[config.mk]
export PLATFORM = sky130hd
export DESIGN_NAME = axis_add_pipe
export DESIGN_NICKNAME = d
export VERILOG_FILES = /design/src/rtl/axis_add_pipe.sv
export SDC_FILE = /design/constraint.sdc
export NUM_CORES = 1
export LEC_CHECK = 0
export ABC_AREA = 1
export BUFFER_PORTS_ARGS = -buffer_cell sky130_fd_sc_hd__buf_4
export CORE_MARGIN = 4
export CORE_UTILIZATION = 35
export DETAILED_ROUTE_END_ITERATION = 10
export MAX_ROUTING_LAYER = met4
export PLACE_DENSITY = 0.55
export SLEW_MARGIN = 20
export SYNTH_ARGS = -nofsm -noshare
export SYNTH_HDL_FRONTEND = slang
export SYNTH_SLANG_ARGS = --single-unit
export TNS_END_PERCENT = 5
[constraint.sdc]
create_clock -name clk -period 2.5 [get_ports clk]
set_input_delay 0 -clock clk [delete_from_list [all_inputs] [get_ports clk]]
set_output_delay 0 -clock clk [all_outputs]
set_load 0.02 [all_outputs]
[src/rtl/axis_add_pipe.sv]
// axis_add_pipe: AXI-Stream join of two operands, signed add, optional per-packet accumulate.
// Latency: LATENCY cycles from the input pair handshake to OUT_TVALID. Throughput is 1 beat/cycle.
// Backpressure: a held result with OUT_TREADY low stalls every stage, and both input readies drop.
// Optional saturation: define ADD_PIPE_SAT_EN for saturating adds. Otherwise adds wrap modulo 2^WIDTH.
module axis_add_pipe #(
  parameter int WIDTH   = 32,
  parameter int LATENCY = 3
) (
  input  logic             clk,
  input  logic             rst,
  input  logic             MODE,
  input  logic [WIDTH-1:0] A_TDATA,
  input  logic             A_TLAST,
  input  logic             A_TVALID,
  output logic             A_TREADY,
  input  logic [WIDTH-1:0] B_TDATA,
  input  logic             B_TLAST,
  input  logic             B_TVALID,
  output logic             B_TREADY,
  output logic [WIDTH-1:0] OUT_TDATA,
  output logic             OUT_TLAST,
  output logic             OUT_TVALID,
  input  logic             OUT_TREADY,
  output logic             BUSY,
  output logic             LAST_ERR
);

  // These are the registered stages that sit ahead of the output register.
  // Index 0 holds the stage-1 sum, and the higher indices are pure delay.
  localparam int NS = LATENCY - 1;

  if (LATENCY < 2 || LATENCY > 8) begin : g_bad_latency
    $error("axis_add_pipe: LATENCY must be in 2..8");
  end

  logic             adv;
  logic             accept;
  logic [WIDTH-1:0] st_dat [NS];
  logic [NS-1:0]    st_vld;
  logic [NS-1:0]    st_last;
  logic [NS-1:0]    st_mode;
  logic [WIDTH-1:0] acc;
  logic             acc_act;
  logic [WIDTH-1:0] acc_sum;
  logic [WIDTH-1:0] in_sum;
  logic [WIDTH-1:0] t_dat;
  logic             t_vld;
  logic             t_last;
  logic             t_mode;

  // This adds two signed values in WIDTH+1 bits, then either wraps the result or clamps it to the signed range.
  function automatic logic [WIDTH-1:0] add_red(input logic [WIDTH-1:0] x, input logic [WIDTH-1:0] y);
    logic [WIDTH:0] s;
    s = {x[WIDTH-1], x} + {y[WIDTH-1], y};
`ifdef ADD_PIPE_SAT_EN
    if (s[WIDTH] != s[WIDTH-1]) begin
      return s[WIDTH] ? {1'b1, {(WIDTH-1){1'b0}}} : {1'b0, {(WIDTH-1){1'b1}}};
    end
`endif
    return s[WIDTH-1:0];
  endfunction

  // The pipe stalls globally only when a finished result is waiting for the downstream side.
  assign adv      = ~(OUT_TVALID & ~OUT_TREADY);
  assign A_TREADY = B_TVALID & adv;
  assign B_TREADY = A_TVALID & adv;
  assign accept   = A_TVALID & B_TVALID & adv;

  assign in_sum  = add_red(A_TDATA, B_TDATA);
  assign t_dat   = st_dat[NS-1];
  assign t_vld   = st_vld[NS-1];
  assign t_last  = st_last[NS-1];
  assign t_mode  = st_mode[NS-1];
  assign acc_sum = add_red(acc, t_dat);

  // acc_act tracks open packets, because a partial sum can legitimately be zero.
  assign BUSY = (|st_vld) | OUT_TVALID | acc_act;

  // This block registers the stage-1 sum and shifts the delay stages. Everything holds while adv is low.
  always_ff @(posedge clk) begin
    if (rst) begin
      st_vld  <= '0;
      st_last <= '0;
      st_mode <= '0;
      for (int i = 0; i < NS; i++) st_dat[i] <= '0;
    end else if (adv) begin
      st_vld[0]  <= accept;
      st_dat[0]  <= in_sum;
      st_last[0] <= A_TLAST;
      st_mode[0] <= MODE;
      for (int i = 1; i < NS; i++) begin
        st_vld[i]  <= st_vld[i-1];
        st_dat[i]  <= st_dat[i-1];
        st_last[i] <= st_last[i-1];
        st_mode[i] <= st_mode[i-1];
      end
    end
  end

  // The output register takes per-beat results directly. In accumulate mode it folds beats into acc and publishes on the last beat.
  always_ff @(posedge clk) begin
    if (rst) begin
      OUT_TDATA  <= '0;
      OUT_TLAST  <= 1'b0;
      OUT_TVALID <= 1'b0;
      acc        <= '0;
      acc_act    <= 1'b0;
    end else if (adv) begin
      // When adv is high, a valid result is being accepted this cycle, so it retires unless replaced below.
      if (OUT_TVALID) OUT_TVALID <= 1'b0;
      if (t_vld) begin
        if (!t_mode) begin
          OUT_TDATA  <= t_dat;
          OUT_TLAST  <= t_last;
          OUT_TVALID <= 1'b1;
        end else if (!t_last) begin
          acc     <= acc_sum;
          acc_act <= 1'b1;
        end else begin
          OUT_TDATA  <= acc_sum;
          OUT_TLAST  <= 1'b1;
          OUT_TVALID <= 1'b1;
          acc        <= '0;
          acc_act    <= 1'b0;
        end
      end
    end
  end

  // LAST_ERR is a sticky flag. It records any accepted pair whose end-of-packet markers disagree.
  always_ff @(posedge clk) begin
    if (rst) begin
      LAST_ERR <= 1'b0;
    end else if (accept && (A_TLAST != B_TLAST)) begin
      LAST_ERR <= 1'b1;
    end
  end

endmodule

==> reports/qor.json <==
{
  "ctsRootBufferMaster": "sky130_fd_sc_hd__clkbuf_16",
  "netSwitchingPower_mw": 1.79,
  "start_util_pct": 35.5,
  "first_iteration_detailed_routing_drc_count": 536,
  "die_x_um": 173,
  "hold_class": "in2reg",
  "synth.yosys.seq_area_share_pct": 35.8,
  "syn-cell-area_um2": 9510,
  "critPathKind": "reg2reg",
  "timing.critical_path.to_type": "flop",
  "yosys.cell_count.top_type": "sky130_fd_sc_hd__nand2_1",
  "cts_tree": "done",
  "count_of_standard_cell_rows": 60,
  "timing.hold.worst_path_depth": 4,
  "peakVddDrop_v": 0.000464,
  "layout.nets": 1661,
  "cts_buffers": 17,
  "grt_util_met2_pct": 30.8,
  "cts_buffer_depth": 2,
  "post_synth.cell_area_avg_um2": 6.75,
  "post_cts_setup_buffer_count": 0,
  "leakage_nw": 5.53,
  "asyncSetResetFlopFracSynth_pct": 0,
  "cts_sink_count": 138,
  "route.final.wire_length_mm": 27.3,
  "globalRouteOverflowTotal": 0,
  "timing.critical_path.required_ps": 2870,
  "gr-usage-met3_pct": 2.60,
  "syn_to_final_growth_pct": 20.3,
  "io_pins": 110,
  "gpl.final_weighted_congestion": 0.892,
  "number_of_flip_flops_and_latches_in_the_synthesized_netlist": 138,
  "gr-usage-all-layers_pct": 18.9,
  "clock_slew_seen_by_the_registers_of_the_worst_setup_and_hold_paths_ps": 70,
  "critPathLaunchType": "flop",
  "timing.final.crit_share_pct": 90.4,
  "tightest_slew_ps": 755,
  "number_of_h_tree_branching_levels": 4,
  "ys_top_cells_by_count": "436 x sky130_fd_sc_hd__nand2_1, 209 x sky130_fd_sc_hd__inv_1, 155 x sky130_fd_sc_hd__a21oi_1",
  "core_outline_area_um2": 26800,
  "power.share.clock_pct": 42.4,
  "largest_driver_fanout_on_the_critical_path": 3,
  "run_status": "finished, final reports clean",
  "chipHeight_um": 173,
  "timing.final.hold_violations": 0,
  "synth_flop_cell": "sky130_fd_sc_hd__dfxtp_1",
  "post_detail_place_hpwl_mm": 21.2,
  "dr_vias": 8858,
  "power.density_nw_per_um2": 542,
  "first_drt_pass_iteration_count": 5,
  "antenna_found_initial": 1,
  "finalNonFillerCells": 1880,
  "timing.max_slew.rel_slack_pct": 49.5,
  "power.share.combinational_pct": 16.3,
  "worst_skew_pair.late_latency_ps": 430,
  "grt_pass1_vias": 8638,
  "global_route.peak_usage_layer": "met2",
  "layout_min_cycle_time_ps": 2260,
  "dp.cells": 1839,
  "critPathArrivalTime_ps": 2630,
  "syn-instance-count": 1409,
  "grt_start_max_net_pins": 58,
  "final_layout_size_suffix_gt1_share_pct": 13.3,
  "proportion_of_netlist_area_held_by_the_largest_area_contributor_pct": 20.2,
  "io_buffer_count": 109,
  "max_cap_viol_count": 0,
  "final.setup.tns_ps": 0,
  "grt_first_pass_wirelength_mm": 44.5,
  "utilization_after_layout_pct": 42.7,
  "ant_nets": 0,
  "reg_power_share_pct": 41.3,
  "fin_worst_skew_ps": 18.0,
  "drt-vias-per-instance": 4.71,
  "r2r.worst_path.cells": 10,
  "post_synth_edffs": 64,
  "gr_met1_demand_resource_pct": 24.2,
  "die-area_um2": 29900,
  "setup-violations-final": 0,
  "synth_area_leaders": "sky130_fd_sc_hd__edfxtp_1 20%, sky130_fd_sc_hd__nand2_1 17%, sky130_fd_sc_hd__dfxtp_1 16%",
  "worst_hold_slack_ps": 36.6,
  "netlist.top_cell.by_area": "sky130_fd_sc_hd__edfxtp_1",
  "grt_setup_unrepaired": "false",
  "yosys_warnings": 0,
  "achievable-frequency_mhz": 443,
  "netlist-cell-type-count": 43,
  "drcViolationCount": 0,
  "final-max-slew-violation-count": 0,
  "synth_nets": 1545,
  "p_int_mw": 4.41,
  "switching_share_pct": 28.9,
  "route.detailed.wl_per_inst_um": 14.5
}
## area by class of cell
cell class              instances  area, µm²
diodes                          1       2.50
clock inverters                15        179
clock buffers                  17        425
flip-flops and latches        138       3400
well taps                     341        427
fillers                      2776      15400
inverters                     213        800
multi-input cells            1025       5170
repair buffers                130       1030
## timing repair
item / in CTS / in global routing
hold endpoints to repair: 6 / 0
hold buffers: 8 / 0
setup endpoints to repair: 0 / 0
gates resized for setup: 0 / 0
## sequential cells by signal, summed over array words and instances (netlist names)
name	count
st_dat	64
OUT_TDATA	32
acc	32
st_last	2
st_mode	2
st_vld	2
LAST_ERR	1
OUT_TLAST	1
OUT_TVALID	1
acc_act	1
## logic make-up after synthesis
group                      after synthesis  synth area share (%)
buffers and inverters                  246                  9.90
adders and majority gates               64                  8.58
and+or+nand+nor                        711                  30.8
DFF                                    138                  35.8
AOI/OAI and AO/OA                      230                  13.1
xor gates and xnor gates                20                  1.84
## worst max-delay path: stages (launching register included)
cell	delay, ps
sky130_fd_sc_hd__edfxtp_1	400
sky130_fd_sc_hd__ha_1	230
sky130_fd_sc_hd__fa_1	440
sky130_fd_sc_hd__nand3_1	110
sky130_fd_sc_hd__nand3_1	170
sky130_fd_sc_hd__nand2_1	110
sky130_fd_sc_hd__nand2_1	120
sky130_fd_sc_hd__a21oi_1	240
sky130_fd_sc_hd__xnor2_1	190
sky130_fd_sc_hd__nand2_1	80
sky130_fd_sc_hd__a21oi_1	130
## power groups by stage
stage | clock network, mW | registers [mW] | logic [mW]
2_1_floorplan | 0 | 2.60 | 0.657
3_3_place_gp | 0 | 2.61 | 1.00
3_5_place_dp | 0 | 2.61 | 0.999
4_1_cts | 2.68 | 2.56 | 1.02
5_1_grt | 2.78 | 2.57 | 1.15
6_report | 2.63 | 2.56 | 1.01
## routing by layer
layer / part of all wire, % / vias to the layer above
li1: - / 4732
met1: 47 / 3900
met2: 46 / 185
met3: 4.3 / 41
met4: 2.6 / 0
met5: 0 / -
## cell usage in the layout, fill, tap and decap left out, types with 4 or more instances in the layout
cell type and instances:
sky130_fd_sc_hd__nand2_1 435, sky130_fd_sc_hd__inv_1 209, sky130_fd_sc_hd__a21oi_1 155, sky130_fd_sc_hd__nor2_1 148, sky130_fd_sc_hd__buf_4 119, sky130_fd_sc_hd__dfxtp_1 74
sky130_fd_sc_hd__nand3_1 65, sky130_fd_sc_hd__edfxtp_1 64, sky130_fd_sc_hd__ha_1 62, sky130_fd_sc_hd__o21ai_0 41, sky130_fd_sc_hd__nand2_2 18, sky130_fd_sc_hd__clkbuf_16 17
sky130_fd_sc_hd__xor2_1 16, sky130_fd_sc_hd__nor2_2 9, sky130_fd_sc_hd__nor3_1 8, sky130_fd_sc_hd__dlygate4sd3_1 8, sky130_fd_sc_hd__nand4_1 7, sky130_fd_sc_hd__o21bai_1 6
sky130_fd_sc_hd__a21oi_2 6, sky130_fd_sc_hd__o21a_1 5, sky130_fd_sc_hd__inv_8 5, sky130_fd_sc_hd__xnor2_1 4, sky130_fd_sc_hd__nand3_2 4, sky130_fd_sc_hd__or2_2 4
## stage by stage
step / worst slack, ps / instance area [µm²] / total power [mW]
2_1_floorplan: 630 / 9510 / 3.26
3_3_place_gp: 278 / 10800 / 3.61
3_5_place_dp: 276 / 10800 / 3.61
4_1_cts: 248 / 11400 / 6.26
5_1_grt: 120 / 11400 / 6.50
6_report: 241 / 11400 / 6.20
## worst paths after layout
kind	from	endpoint	slack, ps
worst max-delay path	st_dat[0][32]	OUT_TDATA[16]	240
worst min-delay path	rst	st_mode[0]	40
worst min register to register	OUT_TLAST	OUT_TLAST	460
worst max register to register	st_dat[0][32]	OUT_TDATA[16]	240
(Power assumes the default switching activity.)
